### src/rtl/mem_bus_arbiter_pkg.sv
// Shared types and constants for the IF/MEM memory bus arbiter.
package mem_bus_arbiter_pkg;

    localparam int unsigned SEL_W = 4;

    // Arbiter states; a 3-bit encoding leaves room for later states.
    typedef enum logic [2:0] {
        ARB_IDLE     = 3'd0,
        ARB_IF_ACC   = 3'd1,
        ARB_MEM_ACC  = 3'd2,
        ARB_IF_DONE  = 3'd3,
        ARB_MEM_DONE = 3'd4
    } arb_state_t;

    localparam logic             RST_ENABLE = 1'b0;
    localparam logic [SEL_W-1:0] SEL_ALL    = 4'b1111;

endpackage

### src/rtl/mem_bus_arbiter.sv
// Shares one external memory bus between instruction fetch and the MEM stage.
// MEM wins on conflict; an owned bus cycle is never preempted.
module mem_bus_arbiter
    import mem_bus_arbiter_pkg::*;
#(
    parameter int unsigned ADDR_W = 32,
    parameter int unsigned DATA_W = 32
) (
    input  logic              clk,
    input  logic              rst,
    input  logic              flush,

    input  logic              if_req,
    input  logic [ADDR_W-1:0] if_addr,
    output logic [DATA_W-1:0] if_rdata,
    output logic              if_stallreq,

    input  logic              mem_req,
    input  logic              mem_we,
    input  logic [SEL_W-1:0]  mem_sel,
    input  logic [ADDR_W-1:0] mem_addr,
    input  logic [DATA_W-1:0] mem_wdata,
    output logic [DATA_W-1:0] mem_rdata,
    output logic              mem_stallreq,

    output logic              bus_req,
    output logic              bus_we,
    output logic [SEL_W-1:0]  bus_sel,
    output logic [ADDR_W-1:0] bus_addr,
    output logic [DATA_W-1:0] bus_wdata,
    input  logic [DATA_W-1:0] bus_rdata,
    input  logic              bus_ack
);

    arb_state_t state;
    logic       flushed;

    // A flush seen during or coincident with the completing edge discards the fetch.
    logic       if_discard_c;
    assign if_discard_c = flushed | flush;

    // A requester holds until its DONE cycle, even while the other side owns the bus.
    assign if_stallreq  = if_req  && (state != ARB_IF_DONE);
    assign mem_stallreq = mem_req && (state != ARB_MEM_DONE);

    // Arbitration FSM with registered bus outputs and read-data capture.
    always_ff @(posedge clk) begin
        if (rst == RST_ENABLE) begin
            state     <= ARB_IDLE;
            flushed   <= 1'b0;
            bus_req   <= 1'b0;
            bus_we    <= 1'b0;
            bus_sel   <= '0;
            bus_addr  <= '0;
            bus_wdata <= '0;
            if_rdata  <= '0;
            mem_rdata <= '0;
        end else begin
            case (state)
                ARB_IDLE: begin
                    if (mem_req) begin
                        state     <= ARB_MEM_ACC;
                        bus_req   <= 1'b1;
                        bus_we    <= mem_we;
                        bus_sel   <= mem_sel;
                        bus_addr  <= mem_addr;
                        bus_wdata <= mem_wdata;
                    end else if (if_req) begin
                        state     <= ARB_IF_ACC;
                        bus_req   <= 1'b1;
                        bus_we    <= 1'b0;
                        bus_sel   <= SEL_ALL;
                        bus_addr  <= if_addr;
                        bus_wdata <= '0;
                    end
                end
                ARB_IF_ACC: begin
                    if (bus_ack) begin
                        bus_req <= 1'b0;
                        flushed <= 1'b0;
                        if (if_discard_c) begin
                            state <= ARB_IDLE;
                        end else begin
                            if_rdata <= bus_rdata;
                            state    <= ARB_IF_DONE;
                        end
                    end else if (flush) begin
                        flushed <= 1'b1;
                    end
                end
                ARB_MEM_ACC: begin
                    if (bus_ack) begin
                        bus_req   <= 1'b0;
                        mem_rdata <= bus_rdata;
                        state     <= ARB_MEM_DONE;
                    end
                end
                ARB_IF_DONE:  state <= ARB_IDLE;
                ARB_MEM_DONE: state <= ARB_IDLE;
                default:      state <= ARB_IDLE;
            endcase
        end
    end

endmodule

### config.mk
export PLATFORM = sky130hd
export DESIGN_NAME = mem_bus_arbiter
export DESIGN_NICKNAME = d
export VERILOG_FILES = /design/src/rtl/mem_bus_arbiter_pkg.sv /design/src/rtl/mem_bus_arbiter.sv
export SDC_FILE = /design/constraint.sdc
export NUM_CORES = 1
export LEC_CHECK = 0
export ABC_AREA = 1
export CAP_MARGIN = 20
export CORE_UTILIZATION = 40
export DETAILED_ROUTE_END_ITERATION = 16
export PLACE_DENSITY = 0.81
export SKIP_CTS_REPAIR_TIMING = 1
export SYNTH_ARGS = -nofsm -noshare
export SYNTH_HDL_FRONTEND = slang
export SYNTH_SLANG_ARGS = --single-unit
### constraint.sdc
create_clock -name clk -period 1.8 [get_ports clk]
set_input_delay 0.18 -clock clk [delete_from_list [all_inputs] [get_ports clk]]
set_output_delay 0.18 -clock clk [all_outputs]
set_load 0.03 [all_outputs]
==> summary.md <==
| Metric | Value |
|---|---|
| Num rows | 41 |
| Routed via count | 5,424 |
| Final Hold Viols | 0 |
| R2r worst-path depth | 6 |
| Fin crit period | 1.67 ns |
| Power per Cell Area | about 1100 mW/mm^2 |
| Wire length per cell | 14.7 um |
| WP buf/inv | 1 |
| WP data required | 2.13 ns |
| Layout Nets | between 1,000 and 1,500 |
| Drt drc | 0 |
| Synth Flop Type | dfxtp_1 |
| Count leader, synth | dfxtp_1 |
| Crit path top cell by count | nand2_1 |
| Crit path cell chain | nor2_2 -> nand2_1 -> a21oi_4 -> inv_2 -> nand2_1 -> a21oi_1 |
| Largest net degree at the start of global routing | 68 |
| Syn Inst Count | ~660 |
| CP delay by family, top | flip-flops |
| IO Port Bufs | 274 |
| Initial core utilization | 0.414 |
| Final count of pins violating max slew | 0 |
| Setup CP Type | reg2reg |
| Global route total overflow | 0 |
| Clock root cell | clkbuf_16 |
| Slowest CP cell | dfxtp_1 |
| Final setup vio count | 0 |
| CTS sink count | 138 |
| Post-Synthesis Cell Area | 0.00529 mm^2 |
| Measured slew at the worst slew-check pin | 0.568 ns |
| Clock Pin Slew Worst Setup and Hold Paths | 0.05 ns |
| GPL Wtd Cong | 0.774 |
| Top cells by area, synth | dfxtp_1 52%, nand2_1 7.6%, a21oi_1 6.7% |
| Post-Place Cells | 1,075 |
| Status | finished, final reports clean |
| Synth Warn # | 0 |
| Leakage power total | 3.65 nW |
| Hold slack final | 0.268 ns |
| Worst Hold End | bus_wdata[27] |
| Ys async rst share | 0 |
| Initial antenna violation count | 0 |
| Reg2reg setup slack | around 0.13 ns |
| Full die area | 0.0137 mm^2 |
| Worst setup SP type | flip-flop |
| Gr usage total | 0.234 |
| Maximum net fanout on the critical path | 34 |
| Layout area overhead | 66.0% |
| Syn Area/Cell | 7.97 um^2 |
| First-pass GRT wire length | 24,600 um |
| Max Freq | 600 MHz |
| First-pass DRT Iterations | 4 |
| Antenna cell count | 0 |
| Iteration-0 DRC Markers | 384 |
| CTS Buffer Depth | 2 |
| R2r endpoint | bus_wdata[25] |
| Die X | 117 um |
| Pre-CTS setup slack | 0.135 ns |
| Avg Vias per Cell | 4.90 |
| Unrepaired setup endpoints after global routing | false |
| Total wire length | 16,200 um |
| Finished Layout Cells | 1,107 |
| Share of the synthesized area in the top cell type | 0.522 |
| Max-cap violation count | 0 |
| Synth top cells by count | 138 x dfxtp_1, 107 x nand2_1, 75 x nor2_1 |
| Worst slew margin | 0.622 |
| Worst hold path startpoint | rst |
| Max incr delay on CP | 0.50 ns |
| Core area | 0.0128 mm^2 |
| # fillers | roughly 1,000 |
| Synth unique cells | 22 |
| CTS buffer count | 17 |
| Depth of the CTS H-tree | 4 |
| Die Span Y | 117 um |
| CTS tree | yes |
| Vias in the first global route | 4,931 |
| I/O pin cnt | 275 |
| WP data arrival | 1.99 ns |
| Clk Latency, worst-skew pair | approximately 0.4 ns |
| Detail Route Antenna Nets | 0 |
| Max IR drop VDD | around 580 uV |
| Hold Path Class | in2reg |
| Setup_tns | 0 ns |
| HPWL Detailed | 11,300 um |
| Depth of the worst hold-timing path | 3 |
| EDFF count, synth | 0 |
| Layout cell share with drive strength beyond 1 | 0.0620 |
| Setup crit end kind | flip-flop |
| Synth Net Count | 803 |
| Final period util | 0.927 |
| Pwr Total | approximately 10 mW |
| Largest area contributor in the netlist | dfxtp_1 |
| Setup ws final | roughly 0.13 ns |
| Worst Skew | 0.00608 ns |
| Reg-to-Reg Start | state[1] |
| Flop and latch count out of synthesis | ~140 |
| Sequential share of the synthesized area | 0.522 |
## area by class of cell
cell class              instances  area, um^2  share of cell area
clock buffers                  25         485              0.0553
clock inverters                 7         114              0.0130
inverters                      41         154              0.0175
multi-input cells             432        2120               0.242
flip-flops and latches        138        2760               0.315
well taps                     172         215              0.0245
repair buffers                292        2930               0.333
## flip-flops by register name (all words and copies together), names as in the netlist
name       flops
bus_addr      32
bus_req        1
bus_sel        4
bus_wdata     32
bus_we         1
flushed        1
if_rdata      32
mem_rdata     32
state          3
## stage by stage
step                       util  cell area, um^2
after floorplan               -             5290
after global placement    0.641             8180
after detailed placement  0.641             8180
after CTS                 0.687             8780
after global routing      0.687             8780
final                     0.687             8780
## worst min-delay path, stage by stage
cell,delay [ns]
buf_2,0.10
inv_1,0.19
a21oi_1,0.16
## how the worst max path moves through the flow
stage | start | slack [ns] | to | depth (start not counted)
CTS | bus_wdata[23] | 0.13 | bus_wdata[23] | 1
detailed placement | if_req | 0.13 | bus_addr[5] | 7
finish | state[1] | 0.13 | bus_wdata[25] | 6
global placement | if_req | 0.19 | bus_addr[14] | 7
global route | state[1] | 0.01 | bus_wdata[25] | 6
floorplan | state[1] | 0.48 | bus_addr[10] | 7
## power breakdown
| group | switching (mW) | internal (mW) | total [mW] |
|---|---|---|---|
| clock network | 1.22 | 2.29 | 3.50 |
| registers | 0.204 | 3.42 | 3.62 |
| logic | 1.61 | 1.27 | 2.88 |
| total | 3.03 | 6.98 | 10.0 |
## logic make-up (layout without fill, tap and decap cells)
family	after synthesis	after routing	synth area share
simple gates	257	257	0.202
compound gates	175	175	0.199
flops	138	138	0.522
buf+inv	94	365	0.0769
## metal layers
layer  part of all wire  up-vias  track usage
met4              0.030        0        0.119
met5                  0        -            0
li1                   -     2726            -
met2               0.50      196        0.400
met3              0.068       34       0.0705
met1               0.41     2468        0.264
## layout by cell type, fill, tap and decap left out, types with 3 or more instances in the layout
| cell type | instances |
|---|---|
| clkinv_2 | 3 |
| dfxtp_1 | 138 |
| clkbuf_8 | 3 |
| bufinv_16 | 3 |
| nand3_1 | 70 |
| clkbuf_1 | 5 |
| buf_4 | 15 |
| nor2_1 | 75 |
| o211a_1 | 32 |
| inv_2 | 4 |
| buf_12 | 5 |
| inv_1 | 36 |
| o21ai_0 | 60 |
| o21ai_1 | 9 |
| clkdlybuf4s50_1 | 270 |
| nand2_1 | 107 |
| clkbuf_16 | 17 |
| a21oi_1 | 71 |
Power figures use the tool's default switching activity.
